**src/rtl/spi_frame_shifter.sv**
```systemverilog
// spi_frame_shifter: full-duplex serial/parallel frame shifter for the SPI
// peripheral. Configurable width and bit order, one-deep transmit holding
// buffer with valid/ready handshake, receive capture with a done strobe,
// chip-select abort and back-to-back frames without a chip-select gap.
module spi_frame_shifter #(
  parameter int WIDTH     = 8,
  parameter bit MSB_FIRST = 1'b1
) (
  input  logic                       clk,
  input  logic                       rst_n,
  input  logic                       cs_n,
  input  logic                       sclk_rise,
  input  logic                       sclk_fall,
  input  logic                       mosi,
  output logic                       miso,
  input  logic [WIDTH-1:0]           tx_data,
  input  logic                       tx_valid,
  output logic                       tx_ready,
  output logic [WIDTH-1:0]           rx_data,
  output logic                       rx_valid,
  output logic                       underrun,
  output logic                       busy,
  output logic [$clog2(WIDTH+1)-1:0] bit_cnt
);

  localparam int              CW      = $clog2(WIDTH + 1);
  localparam logic [CW-1:0]   LP_LAST = CW'(WIDTH);

  typedef enum logic {
    S_IDLE,
    S_ACTIVE
  } state_t;

  state_t           r_state;
  logic [WIDTH-1:0] r_tx_buf;
  logic             r_tx_full;
  logic [WIDTH-1:0] r_tx_sr;
  logic [WIDTH-1:0] r_rx_sr;
  logic [WIDTH-1:0] r_rx_data;
  logic [CW-1:0]    r_bit_cnt;
  logic             r_reload_pending;
  logic             r_miso;
  logic             r_rx_valid;
  logic             r_underrun;

  logic             w_accept;
  logic             w_load;
  logic [WIDTH-1:0] w_load_word;
  logic [WIDTH-1:0] w_tx_shift;
  logic [WIDTH-1:0] w_rx_shift;
  logic [CW-1:0]    w_cnt_inc;

  // Bit presented on miso for a given transmit shift-register value.
  function automatic logic out_bit(input logic [WIDTH-1:0] v);
    return MSB_FIRST ? v[WIDTH-1] : v[0];
  endfunction

  // Handshake, load and shift helpers shared by the FSM and the holding buffer.
  always_comb begin
    w_accept    = tx_valid && !r_tx_full;
    // A load happens at frame start and at the first drive edge after a
    // completed frame; a rise in the same cycle suppresses the fall.
    w_load      = !cs_n && ((r_state == S_IDLE) ||
                            (sclk_fall && !sclk_rise && r_reload_pending));
    w_load_word = r_tx_full ? r_tx_buf : '0;
    w_cnt_inc   = r_bit_cnt + CW'(1);
    if (MSB_FIRST) begin
      w_tx_shift = {r_tx_sr[WIDTH-2:0], 1'b0};
      w_rx_shift = {r_rx_sr[WIDTH-2:0], mosi};
    end else begin
      w_tx_shift = {1'b0, r_tx_sr[WIDTH-1:1]};
      w_rx_shift = {mosi, r_rx_sr[WIDTH-1:1]};
    end
  end

  // One-deep transmit holding buffer. Accept and consume never coincide:
  // accept needs an empty buffer and a consuming load needs a full one.
  always_ff @(posedge clk or negedge rst_n) begin
    if (!rst_n) begin
      r_tx_buf  <= '0;
      r_tx_full <= 1'b0;
    end else if (w_accept) begin
      r_tx_buf  <= tx_data;
      r_tx_full <= 1'b1;
    end else if (w_load) begin
      r_tx_full <= 1'b0;
    end
  end

  // Frame FSM with shift registers, bit counter and registered outputs.
  always_ff @(posedge clk or negedge rst_n) begin
    if (!rst_n) begin
      r_state          <= S_IDLE;
      r_tx_sr          <= '0;
      r_rx_sr          <= '0;
      r_rx_data        <= '0;
      r_bit_cnt        <= '0;
      r_reload_pending <= 1'b0;
      r_miso           <= 1'b0;
      r_rx_valid       <= 1'b0;
      r_underrun       <= 1'b0;
    end else begin
      r_rx_valid <= 1'b0;
      r_underrun <= 1'b0;
      case (r_state)
        S_IDLE: begin
          r_miso <= 1'b0;
          if (!cs_n) begin
            r_state          <= S_ACTIVE;
            r_tx_sr          <= w_load_word;
            r_miso           <= out_bit(w_load_word);
            r_underrun       <= !r_tx_full;
            r_rx_sr          <= '0;
            r_bit_cnt        <= '0;
            r_reload_pending <= 1'b0;
          end
        end
        S_ACTIVE: begin
          if (cs_n) begin
            r_state          <= S_IDLE;
            r_tx_sr          <= '0;
            r_rx_sr          <= '0;
            r_bit_cnt        <= '0;
            r_reload_pending <= 1'b0;
            r_miso           <= 1'b0;
          end else if (sclk_rise) begin
            r_rx_sr <= w_rx_shift;
            if (w_cnt_inc == LP_LAST) begin
              r_rx_data        <= w_rx_shift;
              r_rx_valid       <= 1'b1;
              r_bit_cnt        <= '0;
              r_reload_pending <= 1'b1;
            end else begin
              r_bit_cnt <= w_cnt_inc;
            end
          end else if (sclk_fall) begin
            if (r_reload_pending) begin
              r_tx_sr          <= w_load_word;
              r_miso           <= out_bit(w_load_word);
              r_underrun       <= !r_tx_full;
              r_reload_pending <= 1'b0;
            end else begin
              r_tx_sr <= w_tx_shift;
              r_miso  <= out_bit(w_tx_shift);
            end
          end
        end
        default: r_state <= S_IDLE;
      endcase
    end
  end

  assign miso     = r_miso;
  assign tx_ready = !r_tx_full;
  assign rx_data  = r_rx_data;
  assign rx_valid = r_rx_valid;
  assign underrun = r_underrun;
  assign busy     = (r_state == S_ACTIVE);
  assign bit_cnt  = r_bit_cnt;

endmodule

```
**config.mk**
```make
export PLATFORM = sky130hd
export DESIGN_NAME = spi_frame_shifter
export DESIGN_NICKNAME = d
export VERILOG_FILES = /design/src/rtl/spi_frame_shifter.sv
export SDC_FILE = /design/constraint.sdc
export NUM_CORES = 1
export LEC_CHECK = 0
export CORE_MARGIN = 3
export CORE_UTILIZATION = 50
export CTS_BUF_LIST = sky130_fd_sc_hd__clkbuf_8
export DETAILED_ROUTE_END_ITERATION = 12
export PLACE_DENSITY = 0.87
export SYNTH_ARGS = -nofsm -noshare
export SYNTH_HDL_FRONTEND = slang
export SYNTH_SLANG_ARGS = --single-unit
```
**constraint.sdc**
```tcl
create_clock -name clk -period 2.4 [get_ports clk]
set_input_delay 0.48 -clock clk [delete_from_list [all_inputs] [get_ports clk]]
set_output_delay 0.48 -clock clk [all_outputs]
set_load 0.01 [all_outputs]
```
=== Word-level counts from Yosys, hierarchy flattened ===
Cells that the tools add are included.

* Eq/ne operators: 7
* Bitwise gates (word level): 2
* $add $sub $neg: 1
* Reductions and logical operators: 14
* Muxes and demuxes: 41

{| class="wikitable"
|+ Operator list
! operator !! number
|-
| $mux 7 || 8
|-
| $pmux 7 s2 || 2
|-
| $mux 1 || 22
|-
| $mux 4 || 4
|-
| $ne 3x3->1 const B || 3
|-
| $mux 8 || 1
|-
| $pmux 4 s2 || 1
|-
| $pmux 1 s2 || 3
|-
| $reduce_and 3->1 || 2
|-
| $add 4x1->4 const B || 1
|-
| $eq 4x4->1 const B || 1
|-
| $logic_and 1x1->1 || 4
|-
| $ne 4x3->1 const B || 1
|-
| $ne 4x4->1 const B || 1
|-
| $reduce_and 2->1 || 2
|-
| $reduce_and 4->1 || 1
|-
| $logic_not 1->1 || 3
|-
| $ne 2x2->1 const B || 1
|-
| $not 1->1 || 2
|-
| $reduce_bool 2->1 || 1
|-
| $logic_or 1x1->1 || 1
|}

* Register bits after elaboration: 40
* Output and inout port bits: 17
* Bits of input ports: 15
* Logic and storage cells: 76

=== Longest topological paths before layout ===
Gate-level depths: netlist (run 1).

* Word-level depth: 7
* Depth in mapped cells: 5
* Mapped depth without buffers: 5

=== Worst setup path before layout (run 1) ===
Ideal clock, no wire load.

* Path kind: register to register
* Start: register r_bit_cnt[0] (netlist: bit_cnt[0])
* End: register r_rx_data[0] (netlist: rx_data[0])
* Required time: 2.275 ns
* Path slack: 0.607 ns
* Arrival: 1.669 ns
* Clock period less this slack: 1.793 ns
* Path buffers: 0
* Cell stages (with the launch flop): 6
* Setup time: 0.125 ns
* Cell sequence: dfrtp_1 -> ha_1 -> nor3b_1 -> and2_1 -> o21ai_4 -> mux2_2

* Cells in the longest elaborated chain, start to end: 3

{| class="wikitable"
|+ Ends and longest elaborated chain
! what !! line !! source
|-
| start: declaration || 40 || <nowiki>logic [CW-1:0] r_bit_cnt;</nowiki>
|-
| start signal: assignment || 134 || <nowiki>r_bit_cnt <= w_cnt_inc;</nowiki>
|-
| $add 4x1->4 || 66 || <nowiki>w_cnt_inc = r_bit_cnt + CW'(1);</nowiki>
|-
| $eq 4x4->1 || 128 || <nowiki>if (w_cnt_inc == LP_LAST) begin</nowiki>
|-
| $reduce_and 4->1 (no line) || - ||
|-
| end signal: assignment || 129 || <nowiki>r_rx_data <= w_rx_shift;</nowiki>
|-
| end: declaration || 39 || <nowiki>logic [WIDTH-1:0] r_rx_data;</nowiki>
|}

Every way passes these cells.
A chain may end at the register's enable or synchronous reset.

=== Final worst setup path (run 1) ===
Ends and elaborated chain as after synthesis.

==> tab_implementation.tex, run 1 <==
\begin{tabular}{lr}
\hline
Metric & Value \\
\hline
\multicolumn{2}{l}{\textbf{Floorplan}} \\
Top-level I/O count & 32 \\
Initial standard-cell utilization of the core & 0.5242 \\
Height of the chip & 65.61 µm \\
Floorplan core area & 3390 µm² \\
Die area & between 4000 and 5000 µm² \\
FP Rows & 21 \\
Die Width & 65.61 µm \\
\multicolumn{2}{l}{\textbf{Detailed routing}} \\
Ratio of routed vias to standard cells & approximately 5.4 \\
Total vias in the final route & 1310 \\
Detailed Routing Iterations Pass 1 & 4 \\
Routed wirelength normalized by instance count & approximately 14 µm \\
Total wirelength of the detailed-routed design & 3335 µm \\
Iteration-0 DRC count of the detailed router & between 70 and 80 \\
Final routed DRC violation total & 0 \\
Remaining antenna violation count & 0 \\
\multicolumn{2}{l}{\textbf{Logic synthesis}} \\
Sequential area share after synthesis & 0.5634 \\
Post-synthesis cell area & approximately 1800 µm² \\
Post-synth cell types & 30 \\
Synthesis warning total & 0 \\
Mapped Nets & 173 \\
Top cell type by total area after synthesis & sky130\_fd\_sc\_hd\_\_dfrtp\_1 \\
Ranking of synthesized cells by area & sky130\_fd\_sc\_hd\_\_dfrtp\_1 56\%, sky130\_fd\_sc\_hd\_\_mux2\_2 9.5\%, sky130\_fd\_sc\_hd\_\_o21ai\_0 5.1\%, sky130\_fd\_sc\_hd\_\_nand2\_1 4.9\%, sky130\_fd\_sc\_hd\_\_mux2i\_1 4.5\% \\
Total of flip-flops plus latches after synthesis & 40 \\
Proportion of netlist area held by the largest area contributor & 0.5634 \\
Post-synthesis area per instance & 11.39 µm² \\
Post-synthesis async set-or-reset flop share & 1.000 \\
Count of mapped cells out of synthesis & roughly 160 \\
Post-synth EDFFs & 0 \\
Ys flop type & sky130\_fd\_sc\_hd\_\_dfrtp\_1 \\
\multicolumn{2}{l}{\textbf{Final layout}} \\
Final core utilization & 0.6626 \\
Area Overhead vs Synth & 26.41\% \\
Most frequent standard cell in the layout excluding fill and tap cells & sky130\_fd\_sc\_hd\_\_dfrtp\_1 \\
Top library cells by usage in the layout, fill and taps aside & 40 x sky130\_fd\_sc\_hd\_\_dfrtp\_1, 30 x sky130\_fd\_sc\_hd\_\_clkdlybuf4s50\_1, 23 x sky130\_fd\_sc\_hd\_\_nand2\_1, 18 x sky130\_fd\_sc\_hd\_\_o21ai\_0, 15 x sky130\_fd\_sc\_hd\_\_mux2\_2 \\
Fraction of layout instances using a drive strength above 1 & 0.1436 \\
Count of non-filler cells in the finished layout & 241 \\
Layout Cell Area excl Fill & 2246 µm² \\
Count of nets after finishing & 211 \\
Ant diodes & 0 \\
Total of fill cells in the finished design & 267 \\
\multicolumn{2}{l}{\textbf{Global routing}} \\
Global route total overflow & 0 \\
Largest net degree at the start of global routing & 41 \\
Tot GR Track Use & 0.1729 \\
First-pass GRT wire length & about 5500 µm \\
Vias in the first global route & 1205 \\
Initial antenna violation count & 0 \\
\multicolumn{2}{l}{\textbf{Setup path}} \\
Worst endpoint required time & 2.58 ns \\
Kind of critical path & reg2reg \\
Register-to-register setup slack & 0.44 ns \\
Cells traversed along the worst timing path & ha\_1, nor3b\_1, and2\_1, o21ai\_4, mux2\_2 \\
Critical R2R Capture & rx\_data[0] \\
R2r worst-path depth & 5 \\
Maximum single-stage delay on the critical path & 0.48 ns \\
Crit. End Element & flip-flop \\
Arrival time of the worst setup path & 2.13 ns \\
Launching point of the worst reg2reg path & bit\_cnt[0] \\
Slowest stage cell on the critical path & sky130\_fd\_sc\_hd\_\_dfrtp\_1 \\
Largest fanout of any net on the critical path & 10 \\
Category of the worst setup path launch point & flip-flop \\
\multicolumn{2}{l}{\textbf{Clock tree}} \\
Clock latency on the worst-skew pair & 0.30 ns \\
Hold Buf Count CTS & 0 \\
Clock input transition at the sequential cells of the worst setup and hold paths & around 0.07 ns \\
Clock sink total & 40 \\
Number of H-tree branching levels & 2 \\
Number of buffers on the longest clock path & 2 \\
TritonCTS clock tree & yes \\
Cell at the root of the clock tree & sky130\_fd\_sc\_hd\_\_clkbuf\_8 \\
Post-CTS Setup Repair Bufs & 0 \\
Cts bufs inserted & 5 \\
Count of instances resized after the clock tree is built & 0 \\
\multicolumn{2}{l}{\textbf{Placed design}} \\
Placement Cell Area & 2156 µm² \\
Post-DP HPWL & between 2000 and 2500 µm \\
Routability congestion estimate from global placement & 0.8080 \\
Number of instances in the placed design & 233 \\
Placement-stage worst setup slack & 0.2806 ns \\
Count of port buffers added during placement & 31 \\
\multicolumn{2}{l}{\textbf{Pwr}} \\
P\_leak & $\sim$1.0 nW \\
Cell area power density & 661.5 nW/µm² \\
Worst vdd ir & between 0.0004 and 0.0005 V \\
Final Power & $\sim$1.5 mW \\
\multicolumn{2}{l}{\textbf{STA}} \\
Slew at the pin closest to its max-slew limit & between 0.8 and 0.9 ns \\
Final setup violating endpoints & 0 \\
Achievable frequency & roughly 510 MHz \\
Smallest setup slack after layout & 0.4450 ns \\
Final hold violation count & 0 \\
Summed negative setup slack over all endpoints & 0 ns \\
Setup Skew & 0.006258 ns \\
Post-route clock period utilization & 0.8146 \\
Tightest slew margin relative to the limit & 0.4359 \\
Final critical delay including setup and external delays & 1.955 ns \\
Final count of pins violating max slew & 0 \\
RSZ-0062 raised after global routing & no \\
Hold slack & 0.2855 ns \\
\multicolumn{2}{l}{\textbf{Status}} \\
Run status & complete, no violations \\
\multicolumn{2}{l}{\textbf{Hold path}} \\
Class of the tightest hold or removal check & in2async \\
\multicolumn{2}{l}{\textbf{Run}} \\
Number of maximum-capacitance violations & 0 \\
\hline
\end{tabular}
## cell usage after synthesis (2+ instances only)
cell	number
sky130_fd_sc_hd__dfrtp_1	40
sky130_fd_sc_hd__o21ai_0	18
sky130_fd_sc_hd__mux2i_1	8
sky130_fd_sc_hd__and2_1	2
sky130_fd_sc_hd__mux2_2	15
sky130_fd_sc_hd__nor2b_1	5
sky130_fd_sc_hd__a21oi_1	2
sky130_fd_sc_hd__a211oi_1	2
sky130_fd_sc_hd__a21boi_0	2
sky130_fd_sc_hd__a22oi_1	7
sky130_fd_sc_hd__nor2_1	5
sky130_fd_sc_hd__nand2b_1	3
sky130_fd_sc_hd__nand2_1	23
sky130_fd_sc_hd__clkbuf_1	3
sky130_fd_sc_hd__buf_2	2
sky130_fd_sc_hd__ha_1	2
sky130_fd_sc_hd__inv_1	4
## cells by family after synthesis
family                     count (synthesis)  synth area share
AOI/OAI and AO/OA                         37            0.1359
xor gates and xnor gates                   1          0.004930
adders and majority gates                  2           0.01408
buffers and inverters                      9           0.02042
DFF                                       40            0.5634
muxes                                     24            0.1465
and+or+nand+nor                           43            0.1148
## power by group
part	internal (mW)	switching [mW]
Combinational	0.123	0.0972
Sequential	0.762	0.0570
Clock	0.226	0.220
## worst max-delay path by stage
| stage | startpoint | slack (ns) | cells after the start | endpoint |
|---|---|---|---|---|
| 6_report | bit_cnt[0] | 0.44 | 5 | rx_data[0] |
| 5_1_grt | bit_cnt[0] | 0.34 | 5 | rx_data[0] |
| 4_1_cts | bit_cnt[0] | 0.44 | 5 | rx_data[0] |
| 3_5_place_dp | cs_n | 0.28 | 6 | r_tx_sr[3] |
| 3_3_place_gp | cs_n | 0.38 | 6 | r_tx_sr[3] |
| 2_1_floorplan | bit_cnt[0] | 0.61 | 5 | rx_data[0] |
## worst max-delay path: cells and delay by family, from the launching register on
kind	cells	cell delay, ns
flip-flops	1	0.48
multiplexers	1	0.38
AND/OR/NAND/NOR	2	0.37
AO/OA/AOI/OAI	1	0.34
adder cells (fa/ha/maj)	1	0.27
## sequential cells by signal (all words and copies together), names as in the netlist
signal	flops
r_tx_buf	8
rx_data	8
r_rx_sr	7
r_tx_sr	7
bit_cnt	4
busy	1
miso	1
r_reload_pending	1
r_tx_full	1
rx_valid	1
underrun	1
## layer usage
layer / global-route usage / vias to the layer above / share of wire
met5: 0 / - / 0
met4: 0.06995 / 0 / 0.027
met3: 0.06325 / 7 / 0.040
met2: 0.2832 / 30 / 0.51
met1: 0.2056 / 649 / 0.42
li1: - / 624 / -
## area by class of cell
cell class	instances	area (µm²)	share of cell area
inverter	4	15.01	0.006685
multi-input combinational	107	739.5	0.3292
timing repair buffer	36	342.8	0.1526
sequential	40	1001	0.4457
clock buffer	6	82.58	0.03677
clock inverter	2	7.507	0.003343
tap	46	57.56	0.02563
(Power assumes the default switching activity.)
==> run 2, diff against run 1 <==
- clock period: 2.4 -> 1.85 ns (I/O delays scaled with it)
==> run 2 against run 1 <==
Compared with the run above: flip-flop and latch count did not move; cell area rose by 3.1%; hold slack got worse by 0.17 ns; clock skew fell by 0.0012 ns; setup slack got worse by 0.40 ns; utilization rose by 2.0 points; cell count rose by 2.9%; die area did not move; count of clock-buffer cells in the layout fell by 1; critical path type unchanged.
==> tab_implementation.tex, run 2 (synthesis results as in run 1) <==
\begin{tabular}{lr}
\hline
Metric & Value \\
\hline
\multicolumn{2}{l}{\textbf{Hold path}} \\
Class of the tightest hold or removal check & in2async \\
\multicolumn{2}{l}{\textbf{Pwr}} \\
Final Power & $\sim$1.9 mW \\
Worst vdd ir & just over 0.0007 V \\
P\_leak & about 1.1 nW \\
Cell area power density & about 820 nW/µm² \\
\multicolumn{2}{l}{\textbf{Placed design}} \\
Post-DP HPWL & roughly 2500 µm \\
Placement-stage worst setup slack & -0.03671 ns \\
Count of port buffers added during placement & 31 \\
Routability congestion estimate from global placement & just under 0.8 \\
Number of instances in the placed design & 239 \\
Placement Cell Area & 2201 µm² \\
\multicolumn{2}{l}{\textbf{Clock tree}} \\
Number of H-tree branching levels & 2 \\
Clock input transition at the sequential cells of the worst setup and hold paths & $\sim$0.070 ns \\
Cts bufs inserted & 5 \\
TritonCTS clock tree & yes \\
Clock latency on the worst-skew pair & 0.29 ns \\
Cell at the root of the clock tree & sky130\_fd\_sc\_hd\_\_clkbuf\_8 \\
Number of buffers on the longest clock path & 2 \\
Clock sink total & 40 \\
\multicolumn{2}{l}{\textbf{Final layout}} \\
Count of nets after finishing & 219 \\
Ant diodes & 0 \\
Area Overhead vs Synth & 30.28\% \\
Most frequent standard cell in the layout excluding fill and tap cells & sky130\_fd\_sc\_hd\_\_dfrtp\_1 \\
Total of fill cells in the finished design & 246 \\
Sequential cell area & 1002 µm² \\
Count of non-filler cells in the finished layout & 248 \\
Area of the multi-input gates & about 750 µm² \\
Layout Cell Area excl Fill & roughly 2300 µm² \\
Fraction of layout instances using a drive strength above 1 & 0.1931 \\
Top library cells by usage in the layout, fill and taps aside & 39 x sky130\_fd\_sc\_hd\_\_dfrtp\_1, 30 x sky130\_fd\_sc\_hd\_\_clkdlybuf4s50\_1, 23 x sky130\_fd\_sc\_hd\_\_nand2\_1, 18 x sky130\_fd\_sc\_hd\_\_o21ai\_0, 15 x sky130\_fd\_sc\_hd\_\_mux2\_2 \\
\multicolumn{2}{l}{\textbf{Global routing}} \\
Met3 capacity usage during global routing & 0.05299 \\
Tot GR Track Use & 0.1954 \\
Global routing met1 resource utilization & 0.2275 \\
Initial antenna violation count & 0 \\
Most crowded layer after global routing & met2 \\
Global route total overflow & 0 \\
Vias in the first global route & $\sim$1.4k \\
Met2 Resource Use GR & 0.3375 \\
First-pass GRT wire length & approximately 6300 µm \\
Largest net degree at the start of global routing & 41 \\
\multicolumn{2}{l}{\textbf{Detailed routing}} \\
Final routed DRC violation total & 0 \\
Ratio of routed vias to standard cells & 5.298 \\
Iteration-0 DRC count of the detailed router & 90 \\
Detailed Routing Iterations Pass 1 & 4 \\
Total wirelength of the detailed-routed design & approximately 3600 µm \\
Total vias in the final route & 1314 \\
Remaining antenna violation count & 0 \\
Routed wirelength normalized by instance count & 14.69 µm \\
\multicolumn{2}{l}{\textbf{STA}} \\
Tightest slew margin relative to the limit & 0.6760 \\
Smallest setup slack after layout & 0.04248 ns \\
Final hold violation count & 0 \\
Summed negative setup slack over all endpoints & 0 ns \\
Final setup violating endpoints & 0 \\
Final critical delay including setup and external delays & 1.808 ns \\
Slew at the pin closest to its max-slew limit & 0.4861 ns \\
RSZ-0062 raised after global routing & yes \\
Achievable frequency & 553.2 MHz \\
Post-route clock period utilization & 0.9770 \\
Final count of pins violating max slew & 0 \\
Setup Skew & 0.005027 ns \\
\multicolumn{2}{l}{\textbf{Floorplan}} \\
Floorplan core area & about 3400 µm² \\
Initial standard-cell utilization of the core & 0.5242 \\
Die area & 4305 µm² \\
Die Width & $\sim$66 µm \\
Height of the chip & 65.61 µm \\
FP Rows & 21 \\
Top-level I/O count & 32 \\
\multicolumn{2}{l}{\textbf{Status}} \\
Run status & complete, no violations \\
\multicolumn{2}{l}{\textbf{Setup path}} \\
Kind of critical path & reg2reg \\
R2r worst-path depth & 5 \\
Launching point of the worst reg2reg path & bit\_cnt[0] \\
Critical R2R Capture & bit\_cnt[0] \\
Arrival time of the worst setup path & 1.96 ns \\
Worst endpoint required time & 2.01 ns \\
Largest fanout of any net on the critical path & 5 \\
Register-to-register setup slack & 0.04 ns \\
Crit. End Element & flip-flop \\
Category of the worst setup path launch point & flip-flop \\
\multicolumn{2}{l}{\textbf{Run}} \\
Number of maximum-capacitance violations & 0 \\
\hline
\end{tabular}
## run 2: critical path, cell delays in order (launching register included)
cell                      delay (ns)
sky130_fd_sc_hd__dfrtp_2        0.44
sky130_fd_sc_hd__ha_1           0.25
sky130_fd_sc_hd__nor3b_2        0.17
sky130_fd_sc_hd__and2_1         0.20
sky130_fd_sc_hd__or2_0          0.23
sky130_fd_sc_hd__o41ai_1        0.38
## run 2: worst max-delay path by stage
stage,start,to,slack (ns),depth (start not counted)
floorplan,bit_cnt[0],rx_data[0],0.06,5
global placement,cs_n,rx_data[6],0.06,5
detailed placement,bit_cnt[0],rx_data[1],-0.04,5
CTS,bit_cnt[0],rx_data[7],0.03,6
global route,bit_cnt[0],rx_data[7],-0.01,6
finish,bit_cnt[0],bit_cnt[0],0.04,5
## run 2: layout make-up
type                       instances  share of cell area
sequential                        40              0.4330
multi-input combinational        107              0.3227
timing repair buffer              44              0.1795
clock buffer                       5             0.02973
tap                               46             0.02486
inverter                           4            0.006486
clock inverter                     2            0.003784
## run 2: repair_timing
action,4_1_cts,5_1_grt
pin swaps,1,0
endpoints found under the setup margin,8,10
gates resized for setup,1,2
hold buffers,0,0
buffers inserted,1,1
## run 2: routing by layer
layer  vias to the layer above  share of wire
met2                        33           0.53
met1                       638           0.41
met4                         0          0.016
met5                         -              0
li1                        637              -
met3                         6          0.042
## run 2: through the flow
stage	util	hold WS [ns]
floorplan	-	0.07441
global placement	0.6493	0.4449
finish	0.6829	0.1192
detailed placement	0.6493	0.4519
global route	0.6829	0.1604
CTS	0.6796	0.1372
## run 2: report_power, final
group | switching [mW] | internal, mW
logic | 0.137 | 0.174
clock network | 0.285 | 0.251
registers | 0.0714 | 0.989
